File: src/rtl/hex_cmd_parser.sv
// hex_cmd_parser: parses ASCII "<hexA>*<hexB><CR|LF>" lines into operand pairs
// with a valid/ready handshake and one-cycle error pulses.
module hex_cmd_parser #(
    parameter int DIGITS = 4
) (
    input  logic                  clk,
    input  logic                  reset,
    input  logic [7:0]            rx_data,
    input  logic                  rx_done,
    output logic [4*DIGITS-1:0]   op_a,
    output logic [4*DIGITS-1:0]   op_b,
    output logic                  cmd_valid,
    input  logic                  cmd_ready,
    output logic                  err,
    output logic [1:0]            err_code
);
    localparam int OP_W = 4 * DIGITS;
    localparam int CW = $clog2(DIGITS + 1);
    localparam logic [CW-1:0] MAXC = CW'(DIGITS);

    typedef enum logic [1:0] {GET_A, GET_B, HOLD} state_t;

    state_t          r_state;
    logic [OP_W-1:0] r_acc_a, r_acc_b;
    logic [CW-1:0]   r_cnt_a, r_cnt_b;

    logic          w_dig, w_uc, w_lc, w_hex, w_star, w_term, w_space, w_bad;
    logic [3:0]    w_nib;
    logic          w_sel_b, w_live, w_empty, w_full;
    logic          w_e1, w_e2, w_e3, w_ovr, w_acc, w_to_b, w_load, w_hs, w_clear;
    logic [CW-1:0] w_cnt;

    always_comb begin
        w_dig   = rx_data >= 8'h30 && rx_data <= 8'h39;
        w_uc    = rx_data >= 8'h41 && rx_data <= 8'h46;
        w_lc    = rx_data >= 8'h61 && rx_data <= 8'h66;
        w_hex   = w_dig || w_uc || w_lc;
        w_nib   = w_dig ? rx_data[3:0] : rx_data[3:0] + 4'd9;
        w_star  = rx_data == 8'h2A;
        w_term  = rx_data == 8'h0D || rx_data == 8'h0A;
        w_space = rx_data == 8'h20;
        w_bad   = !(w_hex || w_star || w_term || w_space);
        w_sel_b = r_state == GET_B;
        w_cnt   = w_sel_b ? r_cnt_b : r_cnt_a;
        w_empty = w_cnt == '0;
        w_full  = w_cnt == MAXC;
        w_live  = rx_done && r_state != HOLD && !w_space;
        w_e1    = w_live && w_bad;
        w_e2    = w_live && w_hex && w_full;
        w_e3    = w_live && ((w_star && (w_sel_b || w_empty)) ||
                             (w_term && (w_sel_b ? w_empty : !w_empty)));
        w_ovr   = rx_done && r_state == HOLD;
        w_acc   = w_live && w_hex && !w_full;
        w_to_b  = w_live && w_star && !w_sel_b && !w_empty;
        w_load  = w_live && w_term && w_sel_b && !w_empty;
        w_hs    = r_state == HOLD && cmd_valid && cmd_ready;
        w_clear = w_e1 || w_e2 || w_e3 || w_hs;
    end

    always_ff @(posedge clk) begin
        if (reset) begin
            r_state   <= GET_A;
            r_acc_a   <= '0;
            r_acc_b   <= '0;
            r_cnt_a   <= '0;
            r_cnt_b   <= '0;
            op_a      <= '0;
            op_b      <= '0;
            cmd_valid <= 1'b0;
            err       <= 1'b0;
            err_code  <= 2'd0;
        end else begin
            err      <= w_e1 || w_e2 || w_e3 || w_ovr;
            err_code <= w_e1 ? 2'd1 : w_e2 ? 2'd2 : w_e3 ? 2'd3 : 2'd0;
            if (w_clear) begin
                r_state <= GET_A;
                r_acc_a <= '0;
                r_acc_b <= '0;
                r_cnt_a <= '0;
                r_cnt_b <= '0;
                if (w_hs) cmd_valid <= 1'b0;
            end else if (w_acc) begin
                if (w_sel_b) begin
                    r_acc_b <= {r_acc_b[OP_W-5:0], w_nib};
                    r_cnt_b <= r_cnt_b + 1'b1;
                end else begin
                    r_acc_a <= {r_acc_a[OP_W-5:0], w_nib};
                    r_cnt_a <= r_cnt_a + 1'b1;
                end
            end else if (w_to_b) begin
                r_state <= GET_B;
            end else if (w_load) begin
                op_a      <= r_acc_a;
                op_b      <= r_acc_b;
                cmd_valid <= 1'b1;
                r_state   <= HOLD;
            end
        end
    end
endmodule

File: config.mk
export PLATFORM = sky130hd
export DESIGN_NAME = hex_cmd_parser
export DESIGN_NICKNAME = d
export VERILOG_FILES = /design/src/rtl/hex_cmd_parser.sv
export SDC_FILE = /design/constraint.sdc
export NUM_CORES = 1
export LEC_CHECK = 0
export CAP_MARGIN = 40
export CORE_MARGIN = 4
export CORE_UTILIZATION = 35
export DETAILED_ROUTE_END_ITERATION = 7
export SYNTH_ARGS = -nofsm -noshare
export SYNTH_HDL_FRONTEND = slang
export SYNTH_SLANG_ARGS = --single-unit
File: constraint.sdc
create_clock -name clk -period 7.6 [get_ports clk]
set_input_delay 1.52 -clock clk [delete_from_list [all_inputs] [get_ports clk]]
set_output_delay 1.52 -clock clk [all_outputs]
set_load 0.02 [all_outputs]
# After elaboration in Yosys (flattened, before gate mapping)
# Cells that the tools add are included.
# totals
register_bits	76
# classes
eq_ne	11
add_sub_neg	3
order_cmp	6
reduce_logical	48
muxes	13
bitwise	4
# op_table
operator	n
logical AND 1 bit	21
== test 8 x 4 -> 1 bit, second input constant	2
== test 8 x 6 -> 1 bit, second input constant	2
greater-or-equal comparator 8 x 7 -> 1 bit, second input constant	2
less-or-equal comparator 8 x 7 -> 1 bit, second input constant	2
logical OR 1 bit	12
greater-or-equal comparator 8 x 6 -> 1 bit, second input constant	1
less-or-equal comparator 8 x 6 -> 1 bit, second input constant	1
two-way mux 2 bit	4
AND reduction 4 bit	2
two-way mux 1 bit	7
adder 3 x 1 -> 3 bit, second input constant	2
AND reduction 2 bit	3
zero test 1 bit	5
adder 4 bit, second input constant	1
two-way mux 4 bit	1
!= test 2 x 1 -> 1 bit, second input constant	2
!= test 2 bit, second input constant	2
NOT 1 bit	4
nonzero test 2 bit	2
OR reduction 2 bit	2
== test 3 bit, second input constant	1
zero test 3 bit	1
two-way mux 3 bit	1
2 further kinds	2

# Logic depth before layout (Yosys ltp)
# Gate-level depths: netlist of the first run.
# depth
word_depth	14
depth_mapped	12

# Worst setup path after synthesis of the first run
# Ideal clock, no wire load.
# synth_path
kind	input-to-reg
start	input port rx_data[0]
end	register op_a[0]
path_stages	10
setup_ns	0.072
path_buffers	2
setup_slack_ns	4.256
t_arrival_ns	3.273
path_cell_list	inv_1 ha_1 or3b_1 o211a_1 o21ai_2 a21boi_4 and4_4 buf_8 buf_12 mux2i_1
# synth_via
elab_chain_len	14
# synth_lines
item	line_no	source
from (decl)	8	input logic [7:0] rx_data,
greater-or-equal comparator 8 x 6 -> 1 bit, or another cell as far along	34	w_dig = rx_data >= 8'h30 && rx_data <= 8'h39;
logical AND 1 bit, on equally long branches	34, 35	
logical OR 1 bit (2 in a row)	37	w_hex = w_dig || w_uc || w_lc;
logical OR 1 bit (3 in a row)	42	w_bad = !(w_hex || w_star || w_term || w_space);
zero test 1 bit	42	
logical AND 1 bit	48	w_e1 = w_live && w_bad;
logical OR 1 bit (3 in a row)	57	w_clear = w_e1 || w_e2 || w_e3 || w_hs;
NOT 1 bit (no line)	-	
AND reduction 4 bit (no line) *	-	
to (signal assigned)	93	op_a <= r_acc_a;
to (decl)	10	output logic [4*DIGITS-1:0] op_a,
# Mark *: on every way between the ends. The rest lies on a longest branch, timed or not.
# A chain may end at the register's enable or synchronous reset.

# Final worst setup path of the first run
# layout_path
start	input port rx_data[0]
end	register r_acc_a[12]
# layout_via
elab_chain_len	13
# layout_lines
item	line_no	source
greater-or-equal comparator 8 x 6 -> 1 bit, or another cell as far along	34	
logical AND 1 bit, on equally long branches	34, 35	
logical OR 1 bit (2 in a row)	37	
logical OR 1 bit (3 in a row)	42	
zero test 1 bit	42	
logical AND 1 bit	48	
logical OR 1 bit (3 in a row)	57	
OR reduction 2 bit (no line)	-	
to (signal assigned)	87	r_acc_a <= {r_acc_a[OP_W-5:0], w_nib};
to (decl)	24	logic [OP_W-1:0] r_acc_a, r_acc_b;
# Parallel ways exist; a longest one is shown, timed or not.

==> metrics.csv, run 1 <==
stage,metric,value,unit
status,status,"finished, final reports clean",
sta,maxSlewViolCount,0,
clock_network,cts_hold_buf,0,
sta,fin_worst_skew,0.0184,ns
grt,grt-ovfl-total,0,
sta,finalHoldViolations,0,
sta,finalSetupTns,0,ns
die,dieArea,11600,µm²
critical_path,start_kind,primary input,
critical_path,cp_cell_sequence,clkdlybuf4s50_1 -> inv_1 -> ha_1 -> nor3b_1 -> nor4b_1 -> o22a_1 -> and4_1 -> buf_8 -> mux2i_1 -> nor2_1,
die,die_w,107,µm
final_layout,areaGrowthSynthToFinish,21.1,%
logic_synthesis,synth_area,3460,µm²
placed_design,dp_hpwl,4.45,mm
flow_run,cap_violations,0,
critical_path,ff2ff_setup_slack,4.73,ns
die,core_area,9680,µm²
logic_synthesis,synth.most_common_cell,dfxtp_1,
clock_network,htreeDepth,3,
critical_path,end_kind,flip-flop,
min_path,worstHoldPathCells,2,
detailed_routing,drt_wl_total,6.61,mm
clock_network,tritoncts,built,
die,initial_core_util,35.8,%
clock_network,post_cts_resize_count,0,
logic_synthesis,synth_top_flop_cell,dfxtp_1,
sta,setup-violations-final,0,
logic_synthesis,ys_seq_elements,76,
sta,worst_pin_slew,0.620,ns
placed_design,gp_congestion,0.757,
critical_path,path_class,in -> reg,
min_path,worstHoldStart,op_a[13],
logic_synthesis,async_flop_share,0,%
logic_synthesis,synth_nets,362,
clock_network,clk_pin_slew_worst_paths,0.08,ns
logic_synthesis,synth_top_cells_by_count,"dfxtp_1 (76), nand2b_1 (67), mux2i_1 (65)",
grt,grtUsageTotal,11.8,%
placed_design,place_inst,502,
detailed_routing,wl_per_cell,12.8,µm
critical_path,max_stage_delay,0.64,ns
logic_synthesis,yosysWarnings,0,
power_and_ir_drop,irDropWorstVdd,0.0668,mV
grt,grt_pass1_wl,11.1,mm
logic_synthesis,syn_inst,342,
final_layout,layout.nets,400,
grt,grt_max_degree,70,
sta,relSlewSlack,58.7,%
logic_synthesis,synth_area_per_cell,10.1,µm²
clock_network,clkSinkCount,76,
critical_path,cp_slowest_cell,and4_1,
logic_synthesis,ys_types,43,
detailed_routing,via_per_inst,4.58,
die,die_y,107,µm
clock_network,clockBufferDepth,2,
critical_path,r2r_end,op_a[11],
logic_synthesis,yosysTopAreaCell,dfxtp_1,
critical_path,crit_buf_inv,3,
sta,min_period_over_period,53.9,%
power_and_ir_drop,power_density,181,nW/µm²
logic_synthesis,synth_top_area_share,43.9,%
critical_path,arrival,4.32,ns
final_layout,diodes,0,
die,io_pins,48,
die,std_cell_rows,36,
critical_path,required,7.83,ns
clock_network,clock_latency,0.35,ns
logic_synthesis,synth_seq_area_share,43.9,%
sta,max_freq,0.244,GHz
placed_design,portBuffers,47,
detailed_routing,ant_nets,0,
critical_path,worstRegToRegCells,9,
final_layout,finalNonFillerCells,518,
detailed_routing,vias,2371,
final_layout,drive_gt1_share,7.53,%
grt,grt_pass1_vias,2370,
final_layout,fillers,957,
detailed_routing,dr.pass1.iters,5,
power_and_ir_drop,leakage,1.33,nW
critical_path,cp_top_family,simple AND/OR/NAND/NOR gates,
clock_network,cts_root_buf,clkbuf_8,
min_path,hold_class,reg -> reg,
clock_network,cts_made_buffers,9,
detailed_routing,drc,0,
min_path,min_to,op_a[13],
logic_synthesis,synth_edf_count,0,
sta,rsz0062_at_grt,false,
logic_synthesis,synthTopCellsByArea,"dfxtp_1 (44%), mux2i_1 (19%), nand2b_1 (12%)",
grt,antenna_found_initial,0,
critical_path,crit_cells,10,
critical_path,path_max_fanout,13,
critical_path,rr_startpoint,r_state[1],
sta,finalCriticalPeriod,4.09,ns
clock_network,postCtsSetupRepairBufs,0,
detailed_routing,drtIter0Drc,76,
## per-layer routing
layer | vias up | GRT usage, % | wire length [µm]
met5 | - | 0 | 0
met2 | 37 | 19.2 | 3090
met4 | 0 | 4.87 | 98
li1 | 1234 | - | -
met3 | 8 | 2.46 | 248
met1 | 1092 | 15.3 | 3170
## layout by cell type (no fill, tap or decap), types with 4 or more instances in the layout
cell              n
a211oi_1          6
a31oi_1           4
clkbuf_8         10
clkdlybuf4s50_1  47
dfxtp_1          76
ha_1              8
mux2i_1          65
nand2b_1         67
nor2_1           42
xnor2_1           6
## worst max path at each step
stage | endpoint | startpoint | slack, ns
after floorplan | op_a[0] | rx_data[0] | 4.26
after global placement | r_acc_a[0] | rx_data[0] | 3.09
after detailed placement | r_acc_a[12] | rx_data[0] | 3.14
after CTS | r_acc_a[12] | rx_data[0] | 3.53
after global routing | r_acc_a[12] | rx_data[0] | 3.33
final | r_acc_a[12] | rx_data[0] | 3.51
## logic make-up (layout without fill, tap and decap cells)
family,Yosys count,after routing,share of synthesized area (%)
AO/OA/AOI/OAI,25,25,5.74
XOR/XNOR,6,6,1.52
adder cells (fa/ha/maj),8,8,2.89
buffers and inverters,26,69,4.84
flip-flops,76,76,43.9
multiplexers,65,65,18.8
AND/OR/NAND/NOR,136,136,22.3
## cell type report
class	count	area (µm²)	share of cell area, %
well taps	133	166	3.97
clock inverters	6	71.3	1.70
flip-flops and latches	76	1520	36.3
clock buffers	10	138	3.28
inverters	2	7.51	0.179
multi-input cells	240	1780	42.3
repair buffers	51	515	12.3
## worst reg2reg max path: stages, from the launching register on
cell	delay [ns]
dfxtp_1	0.38
nand2b_1	0.25
mux2i_1	0.29
nand2b_1	0.17
ha_1	0.31
nor4_1	0.06
o21ai_2	0.16
a21boi_4	0.25
and4_4	0.66
mux2i_1	0.28
## power breakdown
group	leakage (nW)	switching [mW]	internal, mW
combinational	0.623	0.0222	0.0192
sequential	0.612	0.000479	0.399
clock	0.0991	0.154	0.163
total	1.33	0.177	0.581
## registers in the layout, summed over array words and instances, names as in the netlist
signal / cells
r_state: 2
r_cnt_b: 3
op_b: 16
op_a: 16
err_code: 2
err: 1
r_acc_a: 16
r_cnt_a: 3
cmd_valid: 1
r_acc_b: 16
## stage by stage
step           utilization (%)  cell area, µm²  total power, mW  hold slack (ns)  setup slack [ns]
6_report                  43.3            4200            0.758            0.474              3.51
5_1_grt                   43.3            4200            0.786            0.498              3.33
2_1_floorplan                -            3460            0.435            0.451              4.26
3_5_place_dp              41.2            3990            0.451            0.460              3.14
3_3_place_gp              40.9            3960            0.450            0.462              3.09
4_1_cts                   43.3            4200            0.768            0.478              3.53
Note: power is estimated with default switching activity, not from simulation.
==> run 2, diff against run 1 <==
==> constraint.sdc (replaced) <==
create_clock -name clk -period 3.5 [get_ports clk]
set_input_delay 0.7 -clock clk [delete_from_list [all_inputs] [get_ports clk]]
set_output_delay 0.7 -clock clk [all_outputs]
set_load 0.02 [all_outputs]
==> run 2 against run 1 <==
Compared with the run above: die area unchanged; worst setup slack lost 3.0 ns; non-clock buffer count is 7 higher; flip-flop and latch count unchanged; sequential power grew 120%; register-to-register slack got worse by 4.0 ns; combinational power grew 130%.
==> metrics.csv, run 2 (same netlist as run 1, synthesis figures left out) <==
stage,metric,value,unit,change
status,status,"finished, final reports clean",,unchanged
clock_network,cts_root_buf,clkbuf_8,,unchanged
clock_network,clock_latency,0.34,ns,was 0.35 ns
die,die_y,107,µm,unchanged
power_and_ir_drop,p_seq_share,48.6,%,was 52.7%
sta,setup-violations-final,0,,unchanged
clock_network,clk_pin_slew_worst_paths,0.08,ns,about the same
placed_design,dpl_worst_slack,0.174,ns,was 3.14 ns
grt,antenna_found_initial,0,,unchanged
clock_network,htreeDepth,3,,unchanged
sta,rsz0062_at_grt,false,,unchanged
critical_path,worstRegToRegCells,10,,was 9
grt,grt_max_degree,55,,was 70
die,core_area,9680,µm²,unchanged
clock_network,tritoncts,built,,unchanged
placed_design,gp_congestion,0.763,,was 0.757
grt,grt-busiest-layer,met2,,unchanged
detailed_routing,ant_nets,0,,unchanged
detailed_routing,dr.pass1.iters,4,,was 5
power_and_ir_drop,power_density,413,nW/µm²,was 181 nW/µm²
grt,grt_use_met3,3.42,%,was 2.46%
grt,grt-ovfl-total,0,,unchanged
critical_path,path_class,in -> reg,,unchanged
clock_network,post_cts_resize_count,0,,unchanged
critical_path,cp_cell_sequence,clkdlybuf4s50_1 -> inv_1 -> ha_1 -> or3b_1 -> o211a_1 -> o21ai_2 -> a21boi_4 -> and4_4 -> buf_4 -> mux2i_1,,was clkdlybuf4s50_1 -> inv_1 -> ha_1 -> nor3b_1 -> nor4b_1 -> o22a_1 -> and4_1 -> buf_8 -> mux2i_1 -> nor2_1
critical_path,required,3.76,ns,was 7.83 ns
clock_network,postCtsSetupRepairBufs,0,,unchanged
placed_design,dp_hpwl,4.60,mm,was 4.45 mm
clock_network,cts_hold_buf,0,,unchanged
die,die_w,107,µm,unchanged
power_and_ir_drop,p_clk_share,46.1,%,was 41.8%
clock_network,clkSinkCount,76,,unchanged
die,dieArea,11600,µm²,unchanged
placed_design,placed_area,4070,µm²,was 3990 µm²
final_layout,diodes,0,,unchanged
critical_path,cp_slowest_cell,and4_4,,was and4_1
grt,grt_pass1_wl,11.3,mm,was 11.1 mm
sta,relSlewSlack,63.2,%,was 58.7%
detailed_routing,wl_per_cell,12.6,µm,was 12.8 µm
power_and_ir_drop,combPwrFrac,5.3,%,was 5.5%
grt,grt_pass1_vias,2352,,was 2370
detailed_routing,via_per_inst,4.60,,was 4.58
power_and_ir_drop,internal-power,1.41,mW,was 0.581 mW
power_and_ir_drop,irDropWorstVdd,0.193,mV,was 0.0668 mV
critical_path,rr_startpoint,r_state[1],,unchanged
critical_path,start_kind,primary input,,unchanged
final_layout,areaGrowthSynthToFinish,24.8,%,was 21.1%
power_and_ir_drop,p_sw_share,21.0,%,was 23.3%
detailed_routing,drt_wl_total,6.62,mm,was 6.61 mm
final_layout,most-common-layout-cells,"dfxtp_1 (76), nand2b_1 (67), mux2i_1 (65)",,unchanged
sta,min_period_over_period,84.6,%,
grt,use_met1,15.9,%,was 15.3%
sta,worst_pin_slew,0.548,ns,was 0.620 ns
die,std_cell_rows,36,,unchanged
clock_network,cts_made_buffers,9,,unchanged
critical_path,end_kind,flip-flop,,unchanged
sta,finalSetupTns,0,ns,unchanged
min_path,hold_class,reg -> reg,,unchanged
sta,fin_ws,0.538,ns,was 3.51 ns
sta,finalHoldViolations,0,,unchanged
clock_network,clockBufferDepth,2,,unchanged
sta,fin_worst_skew,0.0111,ns,was 0.0184 ns
critical_path,r2r_end,op_b[5],,was op_a[11]
critical_path,max_stage_delay,0.46,ns,was 0.64 ns
min_path,min_to,op_a[8],,was op_a[13]
critical_path,ff2ff_setup_slack,0.73,ns,was 4.73 ns
placed_design,portBuffers,47,,unchanged
final_layout,layout.nets,407,,was 400
detailed_routing,drc,0,,unchanged
final_layout,final_common_cell,dfxtp_1,,unchanged
power_and_ir_drop,leakage,1.41,nW,was 1.33 nW
placed_design,place_inst,509,,was 502
die,io_pins,48,,unchanged
detailed_routing,drtIter0Drc,94,,was 76
sta,max_freq,0.338,GHz,
die,initial_core_util,35.8,%,unchanged
grt,grtUsageTotal,12.2,%,was 11.8%
grt,met2_usage,19.2,%,unchanged
final_layout,drive_gt1_share,8.93,%,was 7.53%
min_path,worstHoldPathCells,2,,unchanged
flow_run,cap_violations,0,,unchanged
power_and_ir_drop,p_switching,0.375,mW,was 0.177 mW
final_layout,design_area,4320,µm²,was 4200 µm²
final_layout,finalNonFillerCells,525,,was 518
min_path,worstHoldStart,op_a[8],,was op_a[13]
sta,finalCriticalPeriod,2.96,ns,
detailed_routing,vias,2417,,was 2371
critical_path,path_max_fanout,15,,was 13
sta,maxSlewViolCount,0,,unchanged
critical_path,arrival,3.23,ns,was 4.32 ns
power_and_ir_drop,finalPower,1.79,mW,was 0.758 mW
final_layout,fillers,897,,was 957
[run 2: changes by cell type in the layout (fill, tap and decap cells not counted), moves of 2 or more]
cell,previous run,this run
buf_12,0,4
buf_8,2,0
buf_4,2,7
bufinv_16,1,3
clkinvlp_4,2,0
[run 2: worst max-delay path: cells and delay by family]
family / cells / cell delay [ns]
multiplexers: 1 / 0.19
AO/OA/AOI/OAI: 3 / 0.59
buffers and inverters: 3 / 0.72
adder cells (fa/ha/maj): 1 / 0.17
AND/OR/NAND/NOR: 2 / 0.84
[run 2: worst max path at each step]
stage	startpoint	end	slack, ns
CTS	rx_data[1]	op_b[5]	0.54
detailed placement	rx_data[1]	op_b[5]	0.17
global placement	rx_data[0]	op_b[10]	0.29
floorplan	rx_data[0]	op_a[0]	0.98
finish	rx_data[1]	op_b[5]	0.54
global route	rx_data[1]	op_a[0]	0.37
[run 2: power by group through the flow]
stage / logic (mW) / registers [mW] / clock network (mW)
global placement: 0.0957 / 0.888 / 0
CTS: 0.0960 / 0.867 / 0.847
detailed placement: 0.0957 / 0.888 / 0
finish: 0.0946 / 0.867 / 0.824
global route: 0.105 / 0.868 / 0.884
floorplan: 0.0558 / 0.889 / 0
[run 2: final cells by class]
cell class	instances	area (µm²)	share of cell area, %
Multi-Input combinational cell	240	1780	41.1
Sequential cell	76	1520	35.2
Timing Repair Buffer	58	603	14.0
Tap cell	133	166	3.85
Clock buffer	11	141	3.27
Clock inverter	5	108	2.49
Inverter	2	7.51	0.174
[run 2: metrics by stage]
stage / util (%) / hold WS [ns]
global route: 44.6 / 0.502
global placement: 42.1 / 0.461
finish: 44.6 / 0.474
floorplan: - / 0.451
detailed placement: 42.1 / 0.461
CTS: 44.6 / 0.477
[run 2: per-layer routing]
layer	vias up	part of all wire, %	routed length, µm
met2	30	47	3130
met5	-	0	0
met3	8	3.3	215
li1	1253	-	-
met4	0	1.2	79
met1	1126	48	3190
